--- config.mk ---
export PLATFORM = sky130hd
export DESIGN_NAME = decimal_display_driver
export DESIGN_NICKNAME = d
export VERILOG_FILES = /design/src/rtl/decimal_display_driver.sv
export SDC_FILE = /design/constraint.sdc
export NUM_CORES = 1
export LEC_CHECK = 0
export ABC_AREA = 1
export BUFFER_PORTS_ARGS = -buffer_cell sky130_fd_sc_hd__buf_2
export CAP_MARGIN = 25
export CORE_AREA = 3 3 105 107
export CTS_BUF_LIST = sky130_fd_sc_hd__clkbuf_8
export DETAILED_ROUTE_END_ITERATION = 7
export DIE_AREA = 0 0 108 110
export GPL_ROUTABILITY_DRIVEN = 0
export PLACE_DENSITY = 0.85
export RECOVER_POWER = 100
export SYNTH_ARGS = -nofsm -noshare
export SYNTH_HDL_FRONTEND = slang
export SYNTH_SLANG_ARGS = --single-unit
--- constraint.sdc ---
create_clock -name clk -period 2.2 [get_ports clk]
set_input_delay 0.44 -clock clk [delete_from_list [all_inputs] [get_ports clk]]
set_output_delay 0.44 -clock clk [all_outputs]
set_load 0.02 [all_outputs]
--- src/rtl/decimal_display_driver.sv ---
// -----------------------------------------------------------------------------
// decimal_display_driver
//
// Purpose:
//   Shows a 16-bit unsigned binary value as a decimal number on an 8-digit,
//   active-low, multiplexed 7-segment display.
//
//   A sequential shift-add-3 (double-dabble) engine converts the value to five
//   BCD digits. The result reaches the display register only after all 16
//   shifts, so a half-converted number is never shown. A free-running scanner
//   drives one digit at a time and can blank leading zeros.
//
// Parameters:
//   CLK_FREQ      - system clock frequency in Hz
//   DIGIT_HZ      - digit-advance rate; each digit is lit for
//                   CLK_FREQ/DIGIT_HZ cycles (must be >= 1)
//   BLANK_LEADING - 1: blank leading zeros, 0: always show five digits
//
// Ports:
//   clk       in   1  system clock; all state changes on its rising edge
//   rst       in   1  synchronous, active-high reset
//   value     in  16  unsigned binary value to display
//   SEG       out  8  cathodes, active-low; bit0 = a .. bit6 = g, bit7 = DP
//   AN        out  8  anodes, active-low, one-hot; bit0 = rightmost digit
//   conv_busy out  1  high while the converter is shifting (16 cycles)
// -----------------------------------------------------------------------------
module decimal_display_driver #(
    parameter int CLK_FREQ      = 100000000,
    parameter int DIGIT_HZ      = 1000,
    parameter int BLANK_LEADING = 1
) (
    input  logic        clk,
    input  logic        rst,
    input  logic [15:0] value,
    output logic [7:0]  SEG,
    output logic [7:0]  AN,
    output logic        conv_busy
);

    // -------------------------------------------------------------------------
    // Derived constants
    // -------------------------------------------------------------------------
    localparam int DWELL = CLK_FREQ / DIGIT_HZ;
    // A one-cycle dwell still needs a one-bit counter so the widths stay legal.
    localparam int CW = (DWELL > 1) ? $clog2(DWELL) : 1;
    localparam logic [CW-1:0] DWELL_LAST = CW'(DWELL - 1);

    typedef enum logic [1:0] {
        ST_IDLE   = 2'd0,
        ST_SHIFT  = 2'd1,
        ST_COMMIT = 2'd2
    } conv_state_t;

    // -------------------------------------------------------------------------
    // Helper functions
    // -------------------------------------------------------------------------

    // Add 3 to every BCD nibble that is 5 or more, ahead of the next shift.
    function automatic logic [19:0] bcd_adjust(input logic [19:0] bcd);
        logic [19:0] res;
        res = bcd;
        for (int i = 0; i < 5; i++) begin
            if (bcd[4*i +: 4] >= 4'd5) begin
                res[4*i +: 4] = bcd[4*i +: 4] + 4'd3;
            end else begin
                res[4*i +: 4] = bcd[4*i +: 4];
            end
        end
        return res;
    endfunction

    // Active-low 7-segment pattern with the decimal point off.
    function automatic logic [7:0] seg_encode(input logic [3:0] digit);
        logic [7:0] pat;
        case (digit)
            4'd0:    pat = 8'hC0;
            4'd1:    pat = 8'hF9;
            4'd2:    pat = 8'hA4;
            4'd3:    pat = 8'hB0;
            4'd4:    pat = 8'h99;
            4'd5:    pat = 8'h92;
            4'd6:    pat = 8'h82;
            4'd7:    pat = 8'hF8;
            4'd8:    pat = 8'h80;
            4'd9:    pat = 8'h90;
            default: pat = 8'hFF;
        endcase
        return pat;
    endfunction

    // Active-low one-hot anode pattern. The three unused digits stay dark.
    function automatic logic [7:0] an_decode(input logic [2:0] idx);
        logic [7:0] pat;
        case (idx)
            3'd0:    pat = 8'hFE;
            3'd1:    pat = 8'hFD;
            3'd2:    pat = 8'hFB;
            3'd3:    pat = 8'hF7;
            3'd4:    pat = 8'hEF;
            default: pat = 8'hFF;
        endcase
        return pat;
    endfunction

    // -------------------------------------------------------------------------
    // Converter state
    // -------------------------------------------------------------------------
    conv_state_t  state_r;
    logic [15:0]  shreg_r;       // binary bits still to be shifted in
    logic [19:0]  bcd_r;         // BCD accumulator being built
    logic [3:0]   iter_r;        // shifts completed so far
    logic [15:0]  cap_r;         // value captured for the running conversion
    logic [15:0]  last_value_r;  // value behind the current display contents
    logic         pending_r;     // forces a conversion even if value is unchanged
    logic         busy_r;
    logic [19:0]  disp_r;        // committed BCD digits the scanner reads
    logic [19:0]  adj_s;

    // Nibble correction applied to the accumulator before each shift.
    always_comb begin
        adj_s = bcd_adjust(bcd_r);
    end

    // Double-dabble converter FSM: IDLE -> SHIFT (16 cycles) -> COMMIT -> IDLE.
    always_ff @(posedge clk) begin
        if (rst) begin
            state_r      <= ST_IDLE;
            shreg_r      <= 16'd0;
            bcd_r        <= 20'd0;
            iter_r       <= 4'd0;
            cap_r        <= 16'd0;
            last_value_r <= 16'd0;
            pending_r    <= 1'b1;
            busy_r       <= 1'b0;
            disp_r       <= 20'd0;
        end else begin
            case (state_r)
                ST_IDLE: begin
                    if (pending_r || (value != last_value_r)) begin
                        shreg_r   <= value;
                        cap_r     <= value;
                        bcd_r     <= 20'd0;
                        iter_r    <= 4'd0;
                        pending_r <= 1'b0;
                        busy_r    <= 1'b1;
                        state_r   <= ST_SHIFT;
                    end else begin
                        busy_r    <= 1'b0;
                        state_r   <= ST_IDLE;
                    end
                end
                ST_SHIFT: begin
                    // Adjusted accumulator and remaining binary bits move
                    // left together as one 36-bit register.
                    {bcd_r, shreg_r} <= {adj_s, shreg_r} << 1;
                    iter_r           <= iter_r + 4'd1;
                    if (iter_r == 4'd15) begin
                        busy_r  <= 1'b0;
                        state_r <= ST_COMMIT;
                    end else begin
                        busy_r  <= 1'b1;
                        state_r <= ST_SHIFT;
                    end
                end
                ST_COMMIT: begin
                    // All five digits change in the same cycle.
                    disp_r       <= bcd_r;
                    last_value_r <= cap_r;
                    busy_r       <= 1'b0;
                    state_r      <= ST_IDLE;
                end
                default: begin
                    busy_r  <= 1'b0;
                    state_r <= ST_IDLE;
                end
            endcase
        end
    end

    assign conv_busy = busy_r;

    // -------------------------------------------------------------------------
    // Scanner
    // -------------------------------------------------------------------------
    logic [CW-1:0] dwell_r;
    logic [2:0]    idx_r;
    logic [3:0]    digit_s;
    logic          blank_s;
    logic [7:0]    seg_s;
    logic [7:0]    seg_r;
    logic [7:0]    an_r;

    // Select the digit under the scan index and decide whether it is a leading zero.
    always_comb begin
        digit_s = 4'd0;
        blank_s = 1'b0;
        case (idx_r)
            3'd0: begin
                digit_s = disp_r[3:0];
                blank_s = 1'b0;   // the units digit is always shown
            end
            3'd1: begin
                digit_s = disp_r[7:4];
                blank_s = (disp_r[19:4] == 16'd0);
            end
            3'd2: begin
                digit_s = disp_r[11:8];
                blank_s = (disp_r[19:8] == 12'd0);
            end
            3'd3: begin
                digit_s = disp_r[15:12];
                blank_s = (disp_r[19:12] == 8'd0);
            end
            3'd4: begin
                digit_s = disp_r[19:16];
                blank_s = (disp_r[19:16] == 4'd0);
            end
            default: begin
                digit_s = 4'd0;
                blank_s = 1'b1;
            end
        endcase
    end

    // Cathode pattern for the digit currently selected.
    always_comb begin
        if ((BLANK_LEADING != 0) && blank_s) begin
            seg_s = 8'hFF;
        end else begin
            seg_s = seg_encode(digit_s);
        end
    end

    // Dwell counter, digit index and registered anode/cathode drive.
    always_ff @(posedge clk) begin
        if (rst) begin
            dwell_r <= '0;
            idx_r   <= 3'd0;
            an_r    <= 8'hFF;
            seg_r   <= 8'hFF;
        end else begin
            if (dwell_r == DWELL_LAST) begin
                dwell_r <= '0;
                idx_r   <= (idx_r == 3'd4) ? 3'd0 : (idx_r + 3'd1);
            end else begin
                dwell_r <= dwell_r + CW'(1);
                idx_r   <= idx_r;
            end
            an_r  <= an_decode(idx_r);
            seg_r <= seg_s;
        end
    end

    assign AN  = an_r;
    assign SEG = seg_r;

endmodule

==> results.toml, run 1 <==
[synthesis]
synth_area_leader_cell = "dfxtp_1"
synth_top_area_share_pct = 40.8
synth_area_leaders = "dfxtp_1 41%, o21ai_0 7.9%, nor2_1 6.7%"
syn_avg_cell_area_um2 = 7.61
ys_seq_area_share_pct = 40.8
synthFlopType = "dfxtp_1"
synthCells = 818
syn_area_um2 = 6230
synth-edff-count = 0
yosys_register_bits = 127
synth-warning-count = 0
ys_types = 42
async_flop_share_pct = 0

[place]
dp_hpwl_mm = 8.00
io_buffers = 30
place_inst = 964
pre_cts_ws_ns = 0.00143

[finish]
diodes = 0
nFillCells = 838
instances_no_fill = 999
fin_util_pct = 67.7
syn_to_final_growth_pct = 11.3
drive_above_1_share_pct = 18.2
fin_nets = 891

[hold_path]
hp-start = "rst"
whs_path_depth = 2
hold_class = "in -> reg"
min_to = "iter_r[2]"

[cts]
cts_buffer_depth = 2
hold_buffers = 0
clk_pin_slew_ns = 0.07
clock_sinks = 127
cts_made_buffers = 17
clk_latency_ns = 0.43
htree_num_levels = 4
root_buffer = "clkbuf_8"
cts_tree = "yes"

[routing]
postRouteAntennaNets = 0
first_pass_iters = 6
routed_wl_mm = 12.3
vias_per_cell = 5.26
post-route-drc-count = 0
post_drt_wl_per_cell_um = 12.3
vias = 5257
drtIter0Drc = 313

[floorplanning]
ios = 35
die_x_um = 108
fp-row-count = 37
start_util_pct = 60.9
die_area_um2 = 11900
dieHeight_um = 110
coreArea_um2 = 10200

[grt]
grt_pass1_wl_mm = 21.0
first_global_vias = 4638
antenna_found_initial = 0
overflow = 0
grt_max_degree = 50
grt_usage_pct = 21.8

[timing]
setup_violations = 0
grt_setup_unrepaired = "false"
final_max_slew_viol_count = 0
hold_violations = 0
fin_tns_setup_ns = 0
min_period_ns = 2.04
fmax_mhz = 489
period_share_pct = 92.9
tightestPinTransition_ns = 0.606
worst_slack_ns = 0.156
fin_worst_skew_ns = 0.00976
max_slew_margin_pct = 59.5

[power_and_ir_drop]
ir_drop_mv = 0.353
p_leak_uw = 0.00281
power.density_nw_per_um2 = 711
finalPower_uw = 4930

[worst_setup_path]
startpoint_type = "flop"
required_ns = 2.51
r2r_start = "idx_r[0]"
crit_fanout = 6
reg2reg_slack_ns = 0.16
end_kind = "flop"
crit_type = "reg -> reg"
worst-endpoint-arrival_ns = 2.36
rr_worst_depth = 12
r2r-end = "SEG[3]"

[job]
maxCapViolCount = 0

[outcome]
status = "finished clean"
[power breakdown]
| group | internal [uW] | switching, uW | leakage (uW) |
|---|---|---|---|
| Combinational | 114 | 227 | 0.00156 |
| Clock | 1260 | 927 | 0.000207 |
| Sequential | 2360 | 35.4 | 0.00104 |
[through the flow]
step / cell area (um2) / hold WS [ns]
2_1_floorplan: 6240 / 0.418
3_3_place_gp: 6430 / 0.430
3_5_place_dp: 6430 / 0.439
4_1_cts: 6870 / 0.272
5_1_grt: 6930 / 0.291
6_report: 6930 / 0.290
[synth_stat cells, drive strengths merged, types with 2 or more instances]
cell	count
clkbuf	18
nor4	3
nand3	59
o21bai	15
nand2	104
nand4	7
o21ai	104
inv	101
nor3	8
buf	17
clkinv	2
xnor2	3
nor2	125
dfxtp	127
nor3b	2
ha	23
o211ai	4
o22ai	4
or2	4
xor2	7
a21oi	77
[critical path, cell delays in order (launching register included)]
cell and delay [ns]:
dfxtp_4 0.37, inv_2 0.07, ha_1 0.23, nand2_2 0.10, nand3_2 0.11, nor2_4 0.15, nand2_4 0.09, nand2_4 0.09
inv_2 0.06, ha_1 0.28, or2_1 0.25, nand3_1 0.07, nand3_1 0.07
[how the worst max path moves through the flow]
| stage | startpoint | end | slack, ns | cells past startpoint |
|---|---|---|---|---|
| 2_1_floorplan | idx_r[0] | SEG[3] | 0.17 | 12 |
| 3_3_place_gp | idx_r[0] | SEG[3] | 0.09 | 12 |
| 3_5_place_dp | idx_r[0] | SEG[3] | 0.001 | 12 |
| 4_1_cts | idx_r[0] | SEG[3] | 0.06 | 12 |
| 5_1_grt | idx_r[0] | SEG[3] | 0.001 | 12 |
| 6_report | idx_r[0] | SEG[3] | 0.16 | 12 |
[cells by family (layout without fill, tap and decap cells)]
group           Yosys count  after routing  share of synthesized area, %
simple gates            313            313                          24.2
other cells               1              4                        0.0602
buf+inv                 138            180                          10.0
flops                   127            127                          40.8
compound gates          206            206                          18.8
xor+xnor                 10             10                          1.41
fa+ha+maj                23             23                          4.62
[layout make-up]
class | count | area (um2) | share of cell area (%)
inverters | 103 | 387 | 5.58
multi-input cells | 556 | 3100 | 44.7
well taps | 136 | 170 | 2.46
clock inverters | 14 | 190 | 2.74
clock buffers | 18 | 248 | 3.57
repair buffers | 45 | 284 | 4.10
flip-flops and latches | 127 | 2550 | 36.8
[per-layer routing]
metal	track usage [%]	routed length (um)	up-vias
met5	0	0	-
met4	8.39	167	0
met3	4.48	593	20
met2	33.4	5550	137
met1	30.3	5940	2371
li1	-	-	2729
[flip-flops by register name, summed over array words and instances, names as in the netlist]
register and count:
cap_r 16, iter_r 4, bcd_r 20, dwell_r 17, idx_r 3, state_r 2, disp_r 20, last_value_r 16
pending_r 1, AN 5, SEG 7, shreg_r 16
[what timing repair did]
item / CTS / global route
endpoints found under the hold margin: 0 / 0
endpoints found under the setup margin: 1 / 4
resized for setup: 1 / 16
pin swaps: 0 / 3
setup buffers: 0 / 3
[layout by cell type, fill, tap and decap left out, types with 15 or more instances in the layout]
cell type    n
clkbuf_8    18
a21oi_1     62
ha_1        19
o21ai_0     98
nand2_1     93
inv_1       93
buf_2       27
nand3_1     36
nand3_2     23
nor2_1     111
dfxtp_1    124
o21bai_1    15
No activity file was read; power rests on OpenSTA's default activity.
==> run 2, diff against run 1 <==
- REMOVE_ABC_BUFFERS: not set -> 1
==> run 2 against run 1 <==
Non-clock buffer count unchanged. Clock skew down 0.0018 ns. Core utilization down 0.20 points. Maximum frequency down 0.93%. Cell count down 0.10%. Wire length up 1.9%.
==> results.toml, run 2 (synthesized netlist as in run 1, its figures left out) <==
[power_and_ir_drop]
intPower_uw = 3700
power.density_nw_per_um2 = 697
p_leak_uw = 0.00284
ir_drop_mv = 0.388
combinationalPowerShare_pct = 7.3
seqPwrFrac_pct = 49.9
swShare_pct = 23.2
p_clk_share_pct = 42.9
power.net_switching_uw = 1120

[cts]
cts_tree = "yes"
clk_pin_slew_ns = 0.06
cts_made_buffers = 17
hold_buffers = 0
clock_sinks = 127
htree_num_levels = 4
cts_buffer_depth = 2
clk_latency_ns = 0.44
root_buffer = "clkbuf_8"

[timing]
fin_worst_skew_ns = 0.00792
max_slew_margin_pct = 56.0
setup_violations = 0
holdWs_ns = 0.301
final_max_slew_viol_count = 0
fmax_mhz = 485
period_share_pct = 93.8
min_period_ns = 2.06
tightestPinTransition_ns = 0.656
worst_slack_ns = 0.137
hold_violations = 0

[place]
io_buffers = 30
dp_hpwl_mm = 8.29
pre_cts_ws_ns = 0.0174

[finish]
fin_nets = 891
final_common_cell = "dfxtp_1"
nFillCells = 820
diodes = 0
largestRegisters = "bcd_r x20, disp_r x20, dwell_r x17"
drive_above_1_share_pct = 17.9
syn_to_final_growth_pct = 11.0
final_cell_mix = "124 x dfxtp_1, 111 x nor2_1, 98 x o21ai_0, 97 x inv_1, 93 x nand2_1"

[routing]
postRouteAntennaNets = 0
first_pass_iters = 6
vias = 5301
drtIter0Drc = 325
routed_wl_mm = 12.5
post_drt_wl_per_cell_um = 12.5
vias_per_cell = 5.31
post-route-drc-count = 0

[grt]
globalRouteMet1Util_pct = 28.6
grt_max_degree = 54
overflow = 0
grt-busiest-layer = "met2"
grt_pass1_wl_mm = 21.1
grt_usage_pct = 22.0
use_met2_pct = 36.0
first_global_vias = 4826
met3_usage_pct = 4.83
antenna_found_initial = 0

[outcome]
status = "finished clean"

[worst_setup_path]
worst-path-buf-inv = 3
end_kind = "flop"
startpoint_type = "flop"
path_depth = 12
cp_slowest_stage_delay_ns = 0.36
rr_worst_depth = 12
crit_fanout = 5
required_ns = 2.50
crit_slowest_cell = "dfxtp_4"
cp_cell_sequence = "ha_1, ha_2, inv_2, o22ai_1, inv_1, nand4_1, nand2_2, inv_1, ha_1, or2_2, nand3_1, nand3_1"
crit_type = "reg -> reg"
worst-endpoint-arrival_ns = 2.37
cpLargestDelayFamily = "simple AND/OR/NAND/NOR gates"

[job]
maxCapViolCount = 0

[floorplanning]
die_x_um = 108
start_util_pct = 60.9
ios = 35
fp-row-count = 37
coreArea_um2 = 10200
dieHeight_um = 110
die_area_um2 = 11900

[hold_path]
hold_class = "in -> reg"
whs_path_depth = 3
## run 2: cell types whose count changed in the layout (fill, tap and decap cells not counted), moves of 3 or more
cell	change
buf_2	+3
clkbuf_1	-3
clkinvlp_4	-5
clkbuf_8	+3
inv_1	+4
## run 2: layout make-up
class                           instances  area (um2)  area share [%]
Multi-Input combinational cell        556        3100            44.8
Clock buffer                           21         289            4.18
Tap cell                              136         170            2.46
Clock inverter                         10         120            1.74
Inverter                              103         387            5.59
Timing Repair Buffer                   45         300            4.35
Sequential cell                       127        2550            36.9
## run 2: metal layers
layer	up-vias	share of wire [%]	routed length, um
met4	0	1.7	210
met5	-	0	0
li1	2735	-	-
met3	22	4.1	508
met1	2437	46	5800
met2	107	48	5970
## run 2: worst min-delay path, cell delays in order
cell and delay (ns):
buf_2 0.10, o21ai_0 0.08, nor2_1 0.07
## run 2: per-stage QoR
stage,area (um2),std cells,util [%],setup TNS (ns),power [uW]
4_1_cts,6870,997,67.2,0,4850
2_1_floorplan,6000,786,-,-3.58,2670
6_report,6910,998,67.5,0,4820
3_3_place_gp,6460,966,63.2,0,2790
5_1_grt,6910,998,67.5,-0.0290,4990
3_5_place_dp,6460,966,63.2,0,2800
## run 2: worst paths after layout
check / slack, ns / from / end
worst min register to register: 0.46 / dwell_r[0] / dwell_r[0]
worst max register to register: 0.14 / idx_r[0] / SEG[6]
worst max-delay path: 0.14 / idx_r[0] / SEG[6]
worst min-delay path: 0.30 / value[9] / cap_r[9]
## run 2: what timing repair did
action	CTS	global route
setup endpoints to repair	2	4
pin swaps	0	3
gates resized for setup	1	13
cloned	0	0
buffers inserted	0	1
## run 2: power groups by stage
stage                     clock, uW  combinational, uW  sequential (uW)
after global placement            0                338             2450
final                          2070                350             2400
after detailed placement          0                345             2460
after floorplan                   0                209             2460
after global routing           2190                391             2410
after CTS                      2100                351             2400
==> run 3, diff against run 2 <==
- CORE_AREA: 3 3 105 107 -> 3 3 110 102
- DIE_AREA: 0 0 108 110 -> 0 0 113 105
==> run 3 against run 2 <==
Power is 0.52% higher. Flip-flop and latch count stayed put. Clock power grew 3%. Cell count decreased by 0.70%. Wire length rose by 0.76%. Largest cell class unchanged. Highest routed layer unchanged.
==> results.toml, run 3 (synthesized netlist as in run 1, its figures left out) <==
[place]
io_buffers = 30
dp_hpwl_mm = 8.10
placed_area_um2 = 6410

[finish]
syn_to_final_growth_pct = 7.84
nFillCells = 847
diodes = 0
postLayoutCellArea_um2 = 6720
final_common_cell = "dfxtp_1"
drive_above_1_share_pct = 13.2
final_cell_mix = "124 x dfxtp_1, 120 x nor2_1, 100 x o21ai_0, 95 x nand2_1, 93 x inv_1"
largestRegisters = "bcd_r x20, disp_r x20, dwell_r x17"
fin_nets = 890

[cts]
root_buffer = "clkbuf_8"
clock_sinks = 127
cts_made_buffers = 17
clk_pin_slew_ns = 0.08
htree_num_levels = 4
cts_buffer_depth = 2
cts_tree = "yes"
clk_latency_ns = 0.44
hold_buffers = 0

[grt]
overflow = 0
grt_max_degree = 76
grt_pass1_wl_mm = 21.5
antenna_found_initial = 0
first_global_vias = 4783
grt_usage_pct = 21.8

[worst_setup_path]
cpLargestDelayFamily = "simple AND/OR/NAND/NOR gates"
end_kind = "flop"
startpoint_type = "flop"
cp_slowest_stage_delay_ns = 0.35
worst-endpoint-arrival_ns = 2.38
crit_type = "reg -> reg"
required_ns = 2.51
crit_fanout = 5
worst-path-buf-inv = 3
cp_cell_sequence = "ha_2, ha_1, inv_2, o22ai_1, inv_1, nand4_1, nand2_2, inv_1, ha_1, or2_2, nand3_1, nand3_1"
crit_slowest_cell = "dfxtp_2"

[floorplanning]
start_util_pct = 61.3
fp-row-count = 35
die_area_um2 = 11900
dieHeight_um = 105
coreArea_um2 = 10200
die_x_um = 113
ios = 35

[timing]
setup_violations = 0
max_slew_margin_pct = 49.9
fin_tns_setup_ns = 0
period_share_pct = 94.3
min_period_ns = 2.07
fmax_mhz = 482
fin_worst_skew_ns = 0.0127
final_max_slew_viol_count = 0
hold_violations = 0
tightestPinTransition_ns = 0.751

[routing]
postRouteAntennaNets = 0
post-route-drc-count = 0
first_pass_iters = 5
vias = 5199
drtIter0Drc = 401
routed_wl_mm = 12.6
post_drt_wl_per_cell_um = 12.7
vias_per_cell = 5.25

[power_and_ir_drop]
power.density_nw_per_um2 = 721
finalPower_uw = 4840
ir_drop_mv = 0.541
p_leak_uw = 0.00276

[hold_path]
hold_class = "in -> reg"

[outcome]
status = "finished clean"

[job]
maxCapViolCount = 0
## run 3: cell count changes in the layout (fill, tap and decap cells not counted), moves of 3 or more
cell,change
inv_1,-4
nand3_1,+17
nand3_2,-17
clkinvlp_4,+6
nor2_2,-9
clkbuf_2,+3
buf_4,-3
clkbuf_1,+14
nor2_1,+9
buf_2,-13
## run 3: report_power, final
group | switching [uW] | internal, uW
logic | 214 | 100
clock network | 952 | 1180
registers | 33.3 | 2360
## run 3: worst reg2reg max path: cells and delay by family, from the launching register on
family | cells | cell delay (ns)
and+or+nand+nor | 5 | 0.73
DFF | 1 | 0.35
adders and majority gates | 3 | 0.58
AOI/OAI and AO/OA | 1 | 0.08
buffers and inverters | 3 | 0.21
## run 3: per-stage QoR
stage	setup slack (ns)	utilization, %	cells	hold WS [ns]
4_1_cts	0.0385	67.2	988	0.276
3_5_place_dp	0.0212	63.1	956	0.439
5_1_grt	-0.0135	66.1	991	0.297
2_1_floorplan	-0.179	-	786	0.418
3_3_place_gp	0.101	63.1	956	0.432
6_report	0.126	66.1	991	0.290
## run 3: final cells by class
type	count	area, um2	area share [%]
timing repair buffer	44	240	3.58
clock inverter	13	163	2.42
tap	129	161	2.40
sequential	127	2550	38.0
clock buffer	19	262	3.89
multi-input combinational	556	2950	44.0
inverter	103	387	5.76
## run 3: repair_timing
action                                  4_1_cts  5_1_grt
endpoints found under the hold margin         0        0
pin swaps                                     0        4
buffers inserted                              0        3
endpoints found under the setup margin        3        6
resized for setup                             1       16
## run 3: final timing paths
| path | start | end | slack, ns | depth (start not counted) |
|---|---|---|---|---|
| setup / recovery | idx_r[0] | SEG[6] | 0.13 | 12 |
| hold reg to reg | pending_r | pending_r | 0.46 | 2 |
| setup reg to reg | idx_r[0] | SEG[6] | 0.13 | 12 |
| hold / removal | value[6] | shreg_r[6] | 0.29 | 3 |
## run 3: metal layers
metal	vias to the layer above	GRT usage, %	part of all wire (%)
li1	2727	-	-
met3	19	5.04	4.1
met4	0	7.04	1.7
met2	102	34.2	46
met1	2351	29.7	48
met5	-	0	0
